--- config.mk ---
export PLATFORM = sky130hd
export DESIGN_NAME = hart_slice_arbiter_flat
export DESIGN_NICKNAME = d
export VERILOG_FILES = /design/src/rtl/hart_slice_arbiter_pkg.sv /design/src/rtl/hart_slice_arbiter_if.sv /design/src/rtl/hart_slice_arbiter_rr_pick.sv /design/src/rtl/hart_slice_arbiter.sv /design/src/flat_wrapper.sv
export SDC_FILE = /design/constraint.sdc
export NUM_CORES = 1
export LEC_CHECK = 0
export CAP_MARGIN = 20
export CORE_MARGIN = 2
export CORE_UTILIZATION = 47
export CTS_CLUSTER_DIAMETER = 40
export DETAILED_ROUTE_END_ITERATION = 6
export GPL_ROUTABILITY_DRIVEN = 0
export PLACE_DENSITY = 0.81
export SKIP_CTS_REPAIR_TIMING = 1
export SYNTH_ARGS = -nofsm -noshare
export SYNTH_HDL_FRONTEND = slang
export SYNTH_SLANG_ARGS = --single-unit
--- constraint.sdc ---
create_clock -name CLK -period 2.9 [get_ports CLK]
set_clock_uncertainty 0.05 [all_clocks]
set_input_delay 0.58 -clock CLK [delete_from_list [all_inputs] [get_ports CLK]]
set_output_delay 0.58 -clock CLK [all_outputs]
set_load 0.02 [all_outputs]
--- src/rtl/hart_slice_arbiter_pkg.sv ---
// Shared state encoding and width helper for the hart time-slice arbiter.
// Purely declarative: no logic, no timing.
package hart_arb_pkg;

    localparam logic [1:0] RUN    = 2'd0;
    localparam logic [1:0] PEND   = 2'd1;
    localparam logic [1:0] SWITCH = 2'd2;

    function automatic int sel_w(input int n);
        return (n > 1) ? $clog2(n) : 1;
    endfunction

endpackage

--- src/rtl/hart_slice_arbiter_if.sv ---
// Cluster-side bundle between the harts/MMU status and the slice arbiter.
// master = arbiter (drives grant/stall), slave = cluster muxes and hart status.
interface hart_slice_arbiter_if #(
    parameter int N_HARTS = 2,
    parameter int QW      = 16
);
    import hart_arb_pkg::*;

    localparam int SEL_W = sel_w(N_HARTS);

    logic [N_HARTS-1:0] i_ready;
    logic [N_HARTS-1:0] i_safe;
    logic [N_HARTS-1:0] i_irq;
    logic               i_mmu_idle;
    logic               i_hold;
    logic [QW-1:0]      i_quantum;
    logic [SEL_W-1:0]   o_sel;
    logic [N_HARTS-1:0] o_sel_oh;
    logic [N_HARTS-1:0] o_busy;
    logic               o_switch;
    logic [QW-1:0]      o_slice_cnt;

    modport master (
        input  i_ready, i_safe, i_irq, i_mmu_idle, i_hold, i_quantum,
        output o_sel, o_sel_oh, o_busy, o_switch, o_slice_cnt
    );

    modport slave (
        output i_ready, i_safe, i_irq, i_mmu_idle, i_hold, i_quantum,
        input  o_sel, o_sel_oh, o_busy, o_switch, o_slice_cnt
    );

endinterface

--- src/rtl/hart_slice_arbiter_rr_pick.sv ---
// Round-robin find-first: first set bit of mask at or after start, wrapping mod N.
// Purely combinational; vld low when mask is empty.
module rr_pick #(
    parameter int N     = 2,
    parameter int SEL_W = 1
) (
    input  logic [N-1:0]     mask,
    input  logic [SEL_W-1:0] start,
    output logic [SEL_W-1:0] idx,
    output logic             vld
);

    // Scanning from the far end lets the closest hit overwrite later ones.
    always_comb begin
        idx = '0;
        vld = 1'b0;
        for (int i = N - 1; i >= 0; i--) begin
            if (mask[(int'(start) + i) % N]) begin
                idx = SEL_W'((int'(start) + i) % N);
                vld = 1'b1;
            end
        end
    end

endmodule

--- src/rtl/hart_slice_arbiter.sv ---
// Time-slice arbiter granting one hart the shared MMU port; grant moves 2 edges after a safe switch request.
// Optional HART_IRQ_PRIO_EN: interrupt-pending ready harts are preferred and force a switch request.
module hart_slice_arbiter
    import hart_arb_pkg::*;
#(
    parameter int N_HARTS = 2,
    parameter int QW      = 16
) (
    input logic                 CLK,
    input logic                 RST,
    hart_slice_arbiter_if.master bus
);

    localparam int               SEL_W = sel_w(N_HARTS);
    localparam logic [SEL_W-1:0] LAST  = SEL_W'(N_HARTS - 1);

    logic [1:0]         state, state_nxt;
    logic [SEL_W-1:0]   sel, target, start, rr_idx, pick_idx;
    logic [QW-1:0]      cnt, cnt_nxt;
    logic [N_HARTS-1:0] sel_oh, cand;
    logic               rr_vld, expired, want, safe, act, none;

    always_comb begin
        sel_oh      = '0;
        sel_oh[sel] = 1'b1;
    end

    assign start   = (sel == LAST) ? '0 : sel + 1'b1;
    assign cand    = bus.i_ready & ~sel_oh;
    assign expired = (bus.i_quantum != '0) && (cnt >= bus.i_quantum);
    // A single hart has nowhere to go, so it never waits for a safe point.
    assign safe    = (bus.i_safe[sel] && bus.i_mmu_idle) || (N_HARTS == 1);
    assign none    = !rr_vld;

    rr_pick #(.N(N_HARTS), .SEL_W(SEL_W)) u_rr (
        .mask  (cand),
        .start (start),
        .idx   (rr_idx),
        .vld   (rr_vld)
    );

`ifdef HART_IRQ_PRIO_EN
    logic [SEL_W-1:0] irq_idx;
    logic             irq_vld;

    rr_pick #(.N(N_HARTS), .SEL_W(SEL_W)) u_irq (
        .mask  (cand & bus.i_irq),
        .start (start),
        .idx   (irq_idx),
        .vld   (irq_vld)
    );

    assign pick_idx = irq_vld ? irq_idx : rr_idx;
    assign want     = expired || !bus.i_ready[sel] || irq_vld;
`else
    logic unused_irq;
    assign unused_irq = ^bus.i_irq;
    assign pick_idx   = rr_idx;
    assign want       = expired || !bus.i_ready[sel];
`endif

    always_ff @(posedge CLK) begin
        if (RST) state <= RUN;
        else     state <= state_nxt;
    end

    always_comb begin
        state_nxt = state;
        act       = 1'b0;
        case (state)
            RUN: begin
                if (want && !bus.i_hold) begin
                    if (safe) act = 1'b1;
                    else      state_nxt = PEND;
                end
            end
            PEND: begin
                if (!want)                       state_nxt = RUN;
                else if (safe && !bus.i_hold)    act = 1'b1;
            end
            default: state_nxt = RUN;
        endcase
        if (act) state_nxt = none ? RUN : SWITCH;
    end

    always_comb begin
        cnt_nxt = cnt;
        if (state == SWITCH || (act && none))
            cnt_nxt = '0;
        else if (!bus.i_hold && cnt < bus.i_quantum)
            cnt_nxt = cnt + 1'b1;
    end

    always_ff @(posedge CLK) begin
        if (RST) begin
            sel    <= '0;
            target <= '0;
            cnt    <= '0;
        end else begin
            cnt <= cnt_nxt;
            if (act && !none)     target <= pick_idx;
            if (state == SWITCH)  sel    <= target;
        end
    end

    always_comb begin
        bus.o_sel       = sel;
        bus.o_sel_oh    = sel_oh;
        bus.o_slice_cnt = cnt;
        bus.o_switch    = (state == SWITCH);
        bus.o_busy      = (state == SWITCH) ? '1 : ~sel_oh;
        if (N_HARTS == 1) begin
            bus.o_busy   = '0;
            bus.o_switch = 1'b0;
        end
    end

endmodule

--- src/flat_wrapper.sv ---
// flat-port wrapper written by rule: the top's interface ports become plain ports
module hart_slice_arbiter_flat import hart_arb_pkg::*;
#(
    parameter int N_HARTS = 2,
    parameter int QW      = 16
)
  (CLK, RST, bus_i_ready, bus_i_safe, bus_i_irq, bus_i_mmu_idle, bus_i_hold, bus_i_quantum, bus_o_sel, bus_o_sel_oh, bus_o_busy, bus_o_switch, bus_o_slice_cnt);
  hart_slice_arbiter_if #(.N_HARTS(N_HARTS), .QW(QW)) bus_i ();
  input logic CLK;
  input logic RST;
  input wire logic [$bits(bus_i.i_ready)-1:0] bus_i_ready;
  input wire logic [$bits(bus_i.i_safe)-1:0] bus_i_safe;
  input wire logic [$bits(bus_i.i_irq)-1:0] bus_i_irq;
  input wire logic [$bits(bus_i.i_mmu_idle)-1:0] bus_i_mmu_idle;
  input wire logic [$bits(bus_i.i_hold)-1:0] bus_i_hold;
  input wire logic [$bits(bus_i.i_quantum)-1:0] bus_i_quantum;
  output wire logic [$bits(bus_i.o_sel)-1:0] bus_o_sel;
  output wire logic [$bits(bus_i.o_sel_oh)-1:0] bus_o_sel_oh;
  output wire logic [$bits(bus_i.o_busy)-1:0] bus_o_busy;
  output wire logic [$bits(bus_i.o_switch)-1:0] bus_o_switch;
  output wire logic [$bits(bus_i.o_slice_cnt)-1:0] bus_o_slice_cnt;
  assign bus_i.i_ready = bus_i_ready;
  assign bus_i.i_safe = bus_i_safe;
  assign bus_i.i_irq = bus_i_irq;
  assign bus_i.i_mmu_idle = bus_i_mmu_idle;
  assign bus_i.i_hold = bus_i_hold;
  assign bus_i.i_quantum = bus_i_quantum;
  assign bus_o_sel = bus_i.o_sel;
  assign bus_o_sel_oh = bus_i.o_sel_oh;
  assign bus_o_busy = bus_i.o_busy;
  assign bus_o_switch = bus_i.o_switch;
  assign bus_o_slice_cnt = bus_i.o_slice_cnt;
  hart_slice_arbiter #(.N_HARTS(N_HARTS), .QW(QW)) u_core (.CLK(CLK), .RST(RST), .bus(bus_i));
endmodule
After elaboration in Yosys (flattened, before gate mapping) --
Index checks and enable logic that the tools add are counted. Widths: inputs -> output; s select.
Word-level totals: input port bits 26, word-level logic and storage cells 66, register bits 20
Operators by class: multiplexer cells 28, reductions and logical operators 17, eq/ne operators 5, magnitude comparators 6, add/subtract/negate cells 3, bitwise gates (word level) 3
Operators by type and width (count):
- $mux 1 | 19
- $add 16x1->16 const B | 1
- $ge 16x16->1 | 1
- $lt 16x16->1 | 1
- $reduce_bool 16->1 | 1
- $mux 2 | 6
- $logic_and 1x1->1 | 8
- $ne 3x3->1 const B | 2
- $lt 1x2->1 const B | 2
- $pmux 2 s2 | 1
- $logic_not 1->1 | 3
- $lt 2x3->1 const B | 1
- $ne 3x1->1 const B | 1
- $reduce_and 3->1 | 1
- $add 1x1->1 const B | 2
- $and 2x2->2 | 1
- $eq 2x1->1 const B | 1
- $eq 2x2->1 const B | 1
- $logic_not 2->1 | 1
- $logic_or 1x1->1 | 2
- $not 2->2 | 1
- $pmux 1 s2 | 1
- $reduce_or 2->1 | 1
- $and 1x1->1 const A | 1
- 2 further kinds | 2

Longest topological paths before layout --
Gate-level depths: netlist (run 1).
word-level depth 15, mapped depth 9

Cells and area by module --
From an unflattened synthesis (run 1), not the netlist that was laid out.
Second synthesis, totals: cell total of the unflattened synthesis 186, area total of the unflattened synthesis 1495.2 um^2
By module, submodules not included:
- hart_slice_arbiter | cells an instance 183, area an instance 1477.7 um^2, sequential area each 400.4 um^2, times used 1
- rr_pick | cells an instance 3, area an instance 17.5 um^2, sequential area each 0.0 um^2, times used 1

Worst setup path before layout (run 1) --
Ideal clock, no wire load.
path kind input -> register, start point input port bus_i_quantum[11], end point register u_core.cnt[15], in the netlist u_core.bus.o_slice_cnt[15], slack 0.411 ns, stages 9, arrival 2.354 ns, required time 2.764 ns, path through inv_1 ha_1 a21oi_2 nor2_1 a311oi_4 nand3_2 buf_6 or3_1 a211oi_1
On the way: cells in the longest elaborated chain, start to end 9, elaborated cells between the ends (all ways) 13
RTL lines:
- from (decl) | RTL line flat_wrapper.sv:16 | input wire logic [$bits(bus_i.i_quantum)-1:0] bus_i_quantum;
- $ge 16x16->1 or $reduce_bool 16->1 (tied branches) | RTL line hart_slice_arbiter.sv:30 | assign expired = (bus.i_quantum != '0) && (cnt >= bus.i_quantum);
- $logic_and 1x1->1 | RTL line hart_slice_arbiter.sv:30
- $logic_or 1x1->1 | RTL line hart_slice_arbiter.sv:59 | assign want = expired || !bus.i_ready[sel];
- $logic_and 1x1->1 | RTL line hart_slice_arbiter.sv:72 | if (want && !bus.i_hold) begin
- $mux 1 | RTL line hart_slice_arbiter.sv:72
- $pmux 1 s2 | RTL line hart_slice_arbiter.sv:70 | case (state)
- $logic_and 1x1->1 | RTL line hart_slice_arbiter.sv:88 | if (state == SWITCH || (act && none))
- $logic_or 1x1->1 | RTL line hart_slice_arbiter.sv:88
- $reduce_or 2->1 (no source line)
- to (signal assigned) | RTL line hart_slice_arbiter.sv:100 | cnt <= cnt_nxt;
- to (decl) | RTL line hart_slice_arbiter.sv:19 | logic [QW-1:0] cnt, cnt_nxt;
Several ways; a longest one is shown, not always the timed one. A chain may end at the register's enable or synchronous reset.

Worst setup path in the final report (run 1) --
start point input port bus_i_quantum[13], end point register u_core.cnt[10], in the netlist u_core.bus.o_slice_cnt[10]
The elaborated chain is that of the path after synthesis.

==> out/metrics.yaml, run 1 <==
avgSynthCellArea_um2: 8.41
synth_ff_type: "dfxtp_1"
dieWidth_um: 61.4
seq_area_frac_synth_pct: 25.9
clock_path_buffers: 2
die-area_mm2: 0.00377
rows: 20
grt_pass1_vias: 1354
synth_cell_types: 47
reg2reg_from: "u_core.bus.o_slice_cnt[5]$_SDFFE_PP0P_"
synth_nets: 227
routed_wl_um: 3940
end_kind: "flop"
drt_pass1_iterations: 4
grt_max_degree: 17
period_needed_ns: 2.79
nets: 293
max-vdd-ir-drop_uv: 147
finalHoldViolCount: 0
timing.fmax_mhz: 359
port_buffers: 45
place_hpwl_um: 3160
worstPathMaxFanout: 4
synthCells: 184
cts_buffers: 3
grt_pass1_wl_um: 6280
yosys_warnings: 0
placedCellCount: 289
h-tree-depth: 1
worstSetupStartpointType: "input pin"
cts_root_buffer: "clkbuf_4"
layout-drive-gt1-share_pct: 15.3
async_reset_ff_share_pct: 0
maxSlewHeadroom_pct: 57.9
cts_tree: "built"
cts.sinks: 20
cp.arrival_ns: 2.97
drv_slew: 0
cp_data_required_time_ns: 3.08
overflow: 0
antenna_found_initial: 0
wire_per_inst_um: 13.5
area_delta_synth_final_pct: 43.3
drc: 0
worstMarginPinSlew_ns: 0.631
hold_path.class: "reg -> reg"
synth_edf_count: 0
grt_use_total_pct: 22.7
coreArea_mm2: 0.00310
clkSlewWorstSetupHoldPaths_ns: 0.11
path_class: "in -> reg"
antenna_left: 0
final_cells: 292
crit_start: "bus_i_quantum[13]"
via_per_inst: 5.34
p_leak_nw: 0.871
syn_area_mm2: 0.00155
clock_latency_ns: 0.31
antenna_cells: 0
setup-violations-final: 0
finalSetupTns_ns: 0
outcome: "finished, final reports clean"
die-height_um: 61.4
start_util_pct: 49.9
hp-start: "u_core.target$_SDFFE_PP0P_"
synth-seq-cells: 20
drtIter0Drc: 82
ioPinCount: 48
power_density_mw_per_mm2: 240
post-route-period-util_pct: 96.0
vias: 1560
max_cap_violations: 0
==> flip-flops by register name (all words and copies together) (netlist names) <==
| name | count |
|---|---|
| u_core.target | 1 |
| u_core.bus.o_slice_cnt | 16 |
| u_core.state | 2 |
| u_core.bus.o_sel | 1 |
==> Yosys cell counts, types with 2 or more instances <==
library cell   n  area share, %
mux2i_1        3            1.9
xor2_1         7            4.0
nand3_1        3           0.97
nand4b_1       2            1.1
nor2b_1        2           0.81
o21ai_1        2           0.65
dfxtp_1       20             26
nor2_1         4           0.97
buf_2          2           0.65
a21oi_1        9            2.9
and3_1         2           0.81
nor4_1         3            1.2
o21ai_0        7            2.3
nor3_1         9            2.9
ha_1          17             14
nand2b_1       2           0.81
inv_1         19            4.6
nand2_1       17            4.1
nand4_1       11            4.4
or3_1          7            2.8
a211oi_1      10            4.9
==> layer usage <==
metal | vias up | GRT usage, % | wire, um
met4 | 0 | 7.29 | 68
met2 | 36 | 35.1 | 1850
met5 | - | 0 | 0
met3 | 7 | 4.41 | 131
li1 | 810 | - | -
met1 | 707 | 31.9 | 1890
==> critical path, cell delays in order <==
cell             delay, ns
clkdlybuf4s50_1       0.48
inv_1                 0.05
ha_1                  0.32
a21oi_1               0.16
o21ai_1               0.19
a2111oi_4             0.36
nand3_1               0.19
or3_1                 0.40
a211oi_1              0.23
==> logic make-up (layout without fill, tap and decap cells) <==
logic type	count (synthesis)	count (layout)	synth area share [%]
simple gates	73	73	28.1
buf+inv	26	90	7.19
flops	20	20	25.9
fa+ha+maj	17	17	13.7
mux	4	4	2.67
xor+xnor	8	8	4.53
compound gates	36	36	17.9
==> path summary, 6_finish.rpt <==
kind	end	slack, ns	cells past startpoint
max	u_core.bus.o_slice_cnt[10]$_SDFFE_PP0P_	0.11	9
min	u_core.bus.o_sel$_SDFFE_PP0P_	0.42	2
max reg2reg	u_core.bus.o_slice_cnt[10]$_SDFFE_PP0P_	0.50	7
min reg2reg	u_core.bus.o_sel$_SDFFE_PP0P_	0.42	2
==> cell usage in the layout (no fill, tap or decap), drive strengths merged <==
master	n
clkbuf	3
a21o	1
a21oi	11
nor2	5
nand4b	2
nor4	4
nor3	9
clkdlybuf4s50	45
o21ai	10
or2	1
o2bb2ai	1
a211oi	10
buf	22
and3	3
dfxtp	20
and4	1
a311oi	1
nand2b	2
or3	7
ha	17
nand3	4
or4b	1
nand2	17
or4	1
nor3b	1
a2111oi	2
xor2	7
xnor2	1
nand3b	1
mux2	1
mux2i	3
nor2b	2
inv	20
nand4	12
==> power breakdown <==
group          leakage, nW  internal (W)  switching [W]
Combinational        0.696     0.0000630      0.0000502
Clock               0.0138     0.0000486      0.0000859
Sequential           0.162      0.000279     0.00000456
Total                0.871      0.000390       0.000141
==> stage by stage <==
step           hold slack (ns)  area (um2)  util [%]  setup slack [ns]  power (W)
3_5_place_dp             0.403        2180      70.3            -0.225   0.000402
3_3_place_gp             0.396        2180      70.3            -0.173   0.000399
6_report                 0.422        2220      71.5             0.115   0.000531
5_1_grt                  0.472        2220      71.5          -0.00575   0.000560
4_1_cts                  0.421        2200      71.0            0.0920   0.000536
2_1_floorplan            0.381        1550         -             0.411   0.000339
==> layout make-up <==
type | count | area, um2
Multi-Input combinational cell | 138 | 1050
Clock buffer | 3 | 22.5
Sequential cell | 20 | 400
Fill cell | 277 | 886
Tap cell | 44 | 55.1
Timing Repair Buffer | 67 | 616
Inverter | 20 | 75.1
Power figures use the tool's default switching activity.
==> run 2: changes to the inputs <==
- CTS_BUF_LIST: default -> sky130_fd_sc_hd__clkbuf_16
==> run 2 against run 1 <==
  * Design area up 4.0%
  * Routed wire length rose by 12%
  * Maximum frequency is 3.8% lower
  * Die area stayed put
  * Clock-buffer cell count is the same
  * Final cell count grew 0.68%
  * Critical path type unchanged
  * Largest power group unchanged
==> out/metrics.yaml, run 2 (same netlist as run 1, synthesis figures left out) <==
finalHoldViolCount: 0  # unchanged
path_buf_inv: 2  # unchanged
drtIter0Drc: 95  # was 82
fill_cells: 247  # was 277
grt_max_degree: 17  # unchanged
crit_path_cell_trace: "clkdlybuf4s50_1, inv_1, ha_1, nand4_4, nor4_2, o21ai_2, and3_4, a2111oi_0, o2bb2ai_1"  # was clkdlybuf4s50_1, inv_1, ha_1, a21oi_1, o21ai_1, a2111oi_4, nand3_1, or3_1, a211oi_1
hp-start: "u_core.target$_SDFFE_PP0P_"  # unchanged
worstSetupStartpointType: "input pin"  # unchanged
cp_data_required_time_ns: 3.04  # was 3.08 ns
slowest_stage: "clkdlybuf4s50_1"  # unchanged
max_cap_violations: 0  # unchanged
wl_met2_um: 2140  # was 1850 um
placedCellCount: 289  # unchanged
rows: 20  # unchanged
period_needed_ns: 2.90  # was 2.79 ns
switching_share_pct: 22.7  # was 26.5%
largest_reg_flops: 16  # unchanged
r2r_setup_slack_ns: 0.50  # about the same
post-route-period-util_pct: 99.9  # was 96.0%
nets: 295  # was 293
clock_latency_ns: 0.25  # was 0.31 ns
clkSlewWorstSetupHoldPaths_ns: 0.05  # was 0.11 ns
drv_slew: 0  # unchanged
p_total_w: 0.000678  # was 0.000531 W
grt_pass1_wl_um: 6620  # was 6280 um
whs_path_depth: 2  # unchanged
setup_ws_ns: 0.00348  # was 0.115 ns
grt_pass1_vias: 1391  # was 1,354
maxSlewHeadroom_pct: 59.9  # was 57.9%
critical_path.top_delay_family: "simple AND/OR/NAND/NOR gates"  # was compound AO/OA/AOI/OAI gates
die-area_mm2: 0.00377  # unchanged
end_kind: "flop"  # unchanged
wl_met3_um: 238  # was 131 um
worstMarginPinSlew_ns: 0.602  # was 0.631 ns
cts_tree: "built"  # unchanged
cts_buffers: 3  # unchanged
antenna_found_initial: 0  # unchanged
worstSetupEndpoint: "u_core.target$_SDFFE_PP0P_"  # was u_core.bus.o_slice_cnt[10]$_SDFFE_PP0P_
ioPinCount: 48  # unchanged
area_delta_synth_final_pct: 49.0  # was 43.3%
reg2reg_from: "u_core.bus.o_slice_cnt[11]$_SDFFE_PP0P_"  # was u_core.bus.o_slice_cnt[5]$_SDFFE_PP0P_
rr_worst_depth: 7  # unchanged
clockPowerShare_pct: 41.2  # was 25.3%
vias: 1637  # was 1,560
place_ws_ns: -0.225  # unchanged
p_leak_nw: 0.912  # was 0.871 nW
cts_root_buffer: "clkbuf_16"  # was clkbuf_4
antenna_cells: 0  # unchanged
port_buffers: 45  # unchanged
worstPathMaxFanout: 4  # unchanged
cp.depth: 9  # unchanged
drc: 0  # unchanged
setup-violations-final: 0  # unchanged
final_cell_mix: "clkdlybuf4s50_1 (45), buf_4 (24), dfxtp_1 (20)"  # was clkdlybuf4s50_1 (45), buf_4 (22), dfxtp_1 (20)
layout-drive-gt1-share_pct: 18.0  # was 15.3%
final_common_cell: "clkdlybuf4s50_1"  # unchanged
power_density_mw_per_mm2: 294  # was 240 mW/mm2
drt_pass1_iterations: 4  # unchanged
overflow: 0  # unchanged
final_cells: 294  # was 292
reg2reg_to: "u_core.target$_SDFFE_PP0P_"  # was u_core.bus.o_slice_cnt[10]$_SDFFE_PP0P_
cts.sinks: 20  # unchanged
path_class: "in -> reg"  # unchanged
cellInternalPower_w: 0.000524  # was 0.000390 W
start_util_pct: 49.9  # unchanged
via_per_inst: 5.57  # was 5.34
clock_path_buffers: 2  # unchanged
place_hpwl_um: 3160  # unchanged
hold_path.class: "reg -> reg"  # unchanged
dieWidth_um: 61.4  # unchanged
timing.fmax_mhz: 345  # was 359 MHz
seq_power_share_pct: 41.9  # was 53.4%
antenna_left: 0  # unchanged
grt_use_total_pct: 24.0  # was 22.7%
switching_power_w: 0.000154  # was 0.000141 W
max-vdd-ir-drop_uv: 208  # was 147 uV
wire_per_inst_um: 15.0  # was 13.5 um
h-tree-depth: 1  # unchanged
drt-met1-wl_um: 1910  # was 1890 um
crit_start: "bus_i_quantum[15]"  # was bus_i_quantum[13]
die-height_um: 61.4  # unchanged
slowest_delay_ns: 0.49  # was 0.48 ns
cp.arrival_ns: 3.03  # was 2.97 ns
outcome: "finished, final reports clean"  # unchanged
rsz0062_at_grt: "yes"
coreArea_mm2: 0.00310  # unchanged
routed_wl_um: 4420  # was 3940 um
highest_layer: "met4"  # unchanged
power_frac_comb_pct: 16.9  # was 21.3%
-- run 2: cell types whose count changed in the layout (fill, tap and decap cells not counted), moves of 2 or more --
cell	delta
clkbuf_4	-3
o21ai_1	-2
o21ai_2	+2
buf_4	+2
clkbuf_16	+3
-- run 2: worst min-delay path by stage --
stage	to	slack, ns
after floorplan	u_core.bus.o_sel$_SDFFE_PP0P_	0.38
after detailed placement	u_core.bus.o_sel$_SDFFE_PP0P_	0.40
final	u_core.bus.o_sel$_SDFFE_PP0P_	0.42
after global placement	u_core.bus.o_sel$_SDFFE_PP0P_	0.40
after global routing	u_core.bus.o_sel$_SDFFE_PP0P_	0.46
after CTS	u_core.bus.o_sel$_SDFFE_PP0P_	0.41
-- run 2: power groups by stage --
stage	registers, W	clock network, W	logic (W)
floorplan	0.000292	0	0.0000469
detailed placement	0.000290	0	0.000113
global placement	0.000289	0	0.000110
global route	0.000284	0.000301	0.000125
finish	0.000284	0.000279	0.000115
CTS	0.000284	0.000283	0.000113
-- run 2: tightest hold or removal path: stages (launching register included) --
cell     delay, ns
dfxtp_1       0.31
nand2_1       0.05
a21oi_1       0.05
-- run 2: stage by stage --
stage                     setup TNS [ns]  hold WS [ns]  instance area, um2  util [%]
after floorplan                        0         0.381                1550         -
after global placement             -1.60         0.396                2180      70.3
after detailed placement           -2.18         0.403                2180      70.3
after CTS                       -0.00426         0.412                2260      72.7
after global routing             -0.0897         0.462                2310      74.3
final                                  0         0.415                2310      74.3
-- run 2: cell type report --
class,count,area (um2),share of cell area (%)
Clock buffer,3,75.1,3.26
Tap cell,44,55.1,2.39
Timing Repair Buffer,69,631,27.3
Inverter,20,75.1,3.26
Sequential cell,20,400,17.4
Multi-Input combinational cell,138,1070,46.4
-- run 2: metal layers --
layer  up-vias  GRT usage [%]
met2        67           38.8
met3        12           4.41
met4         0           6.99
met5         -              0
met1       750           32.7
li1        808              -
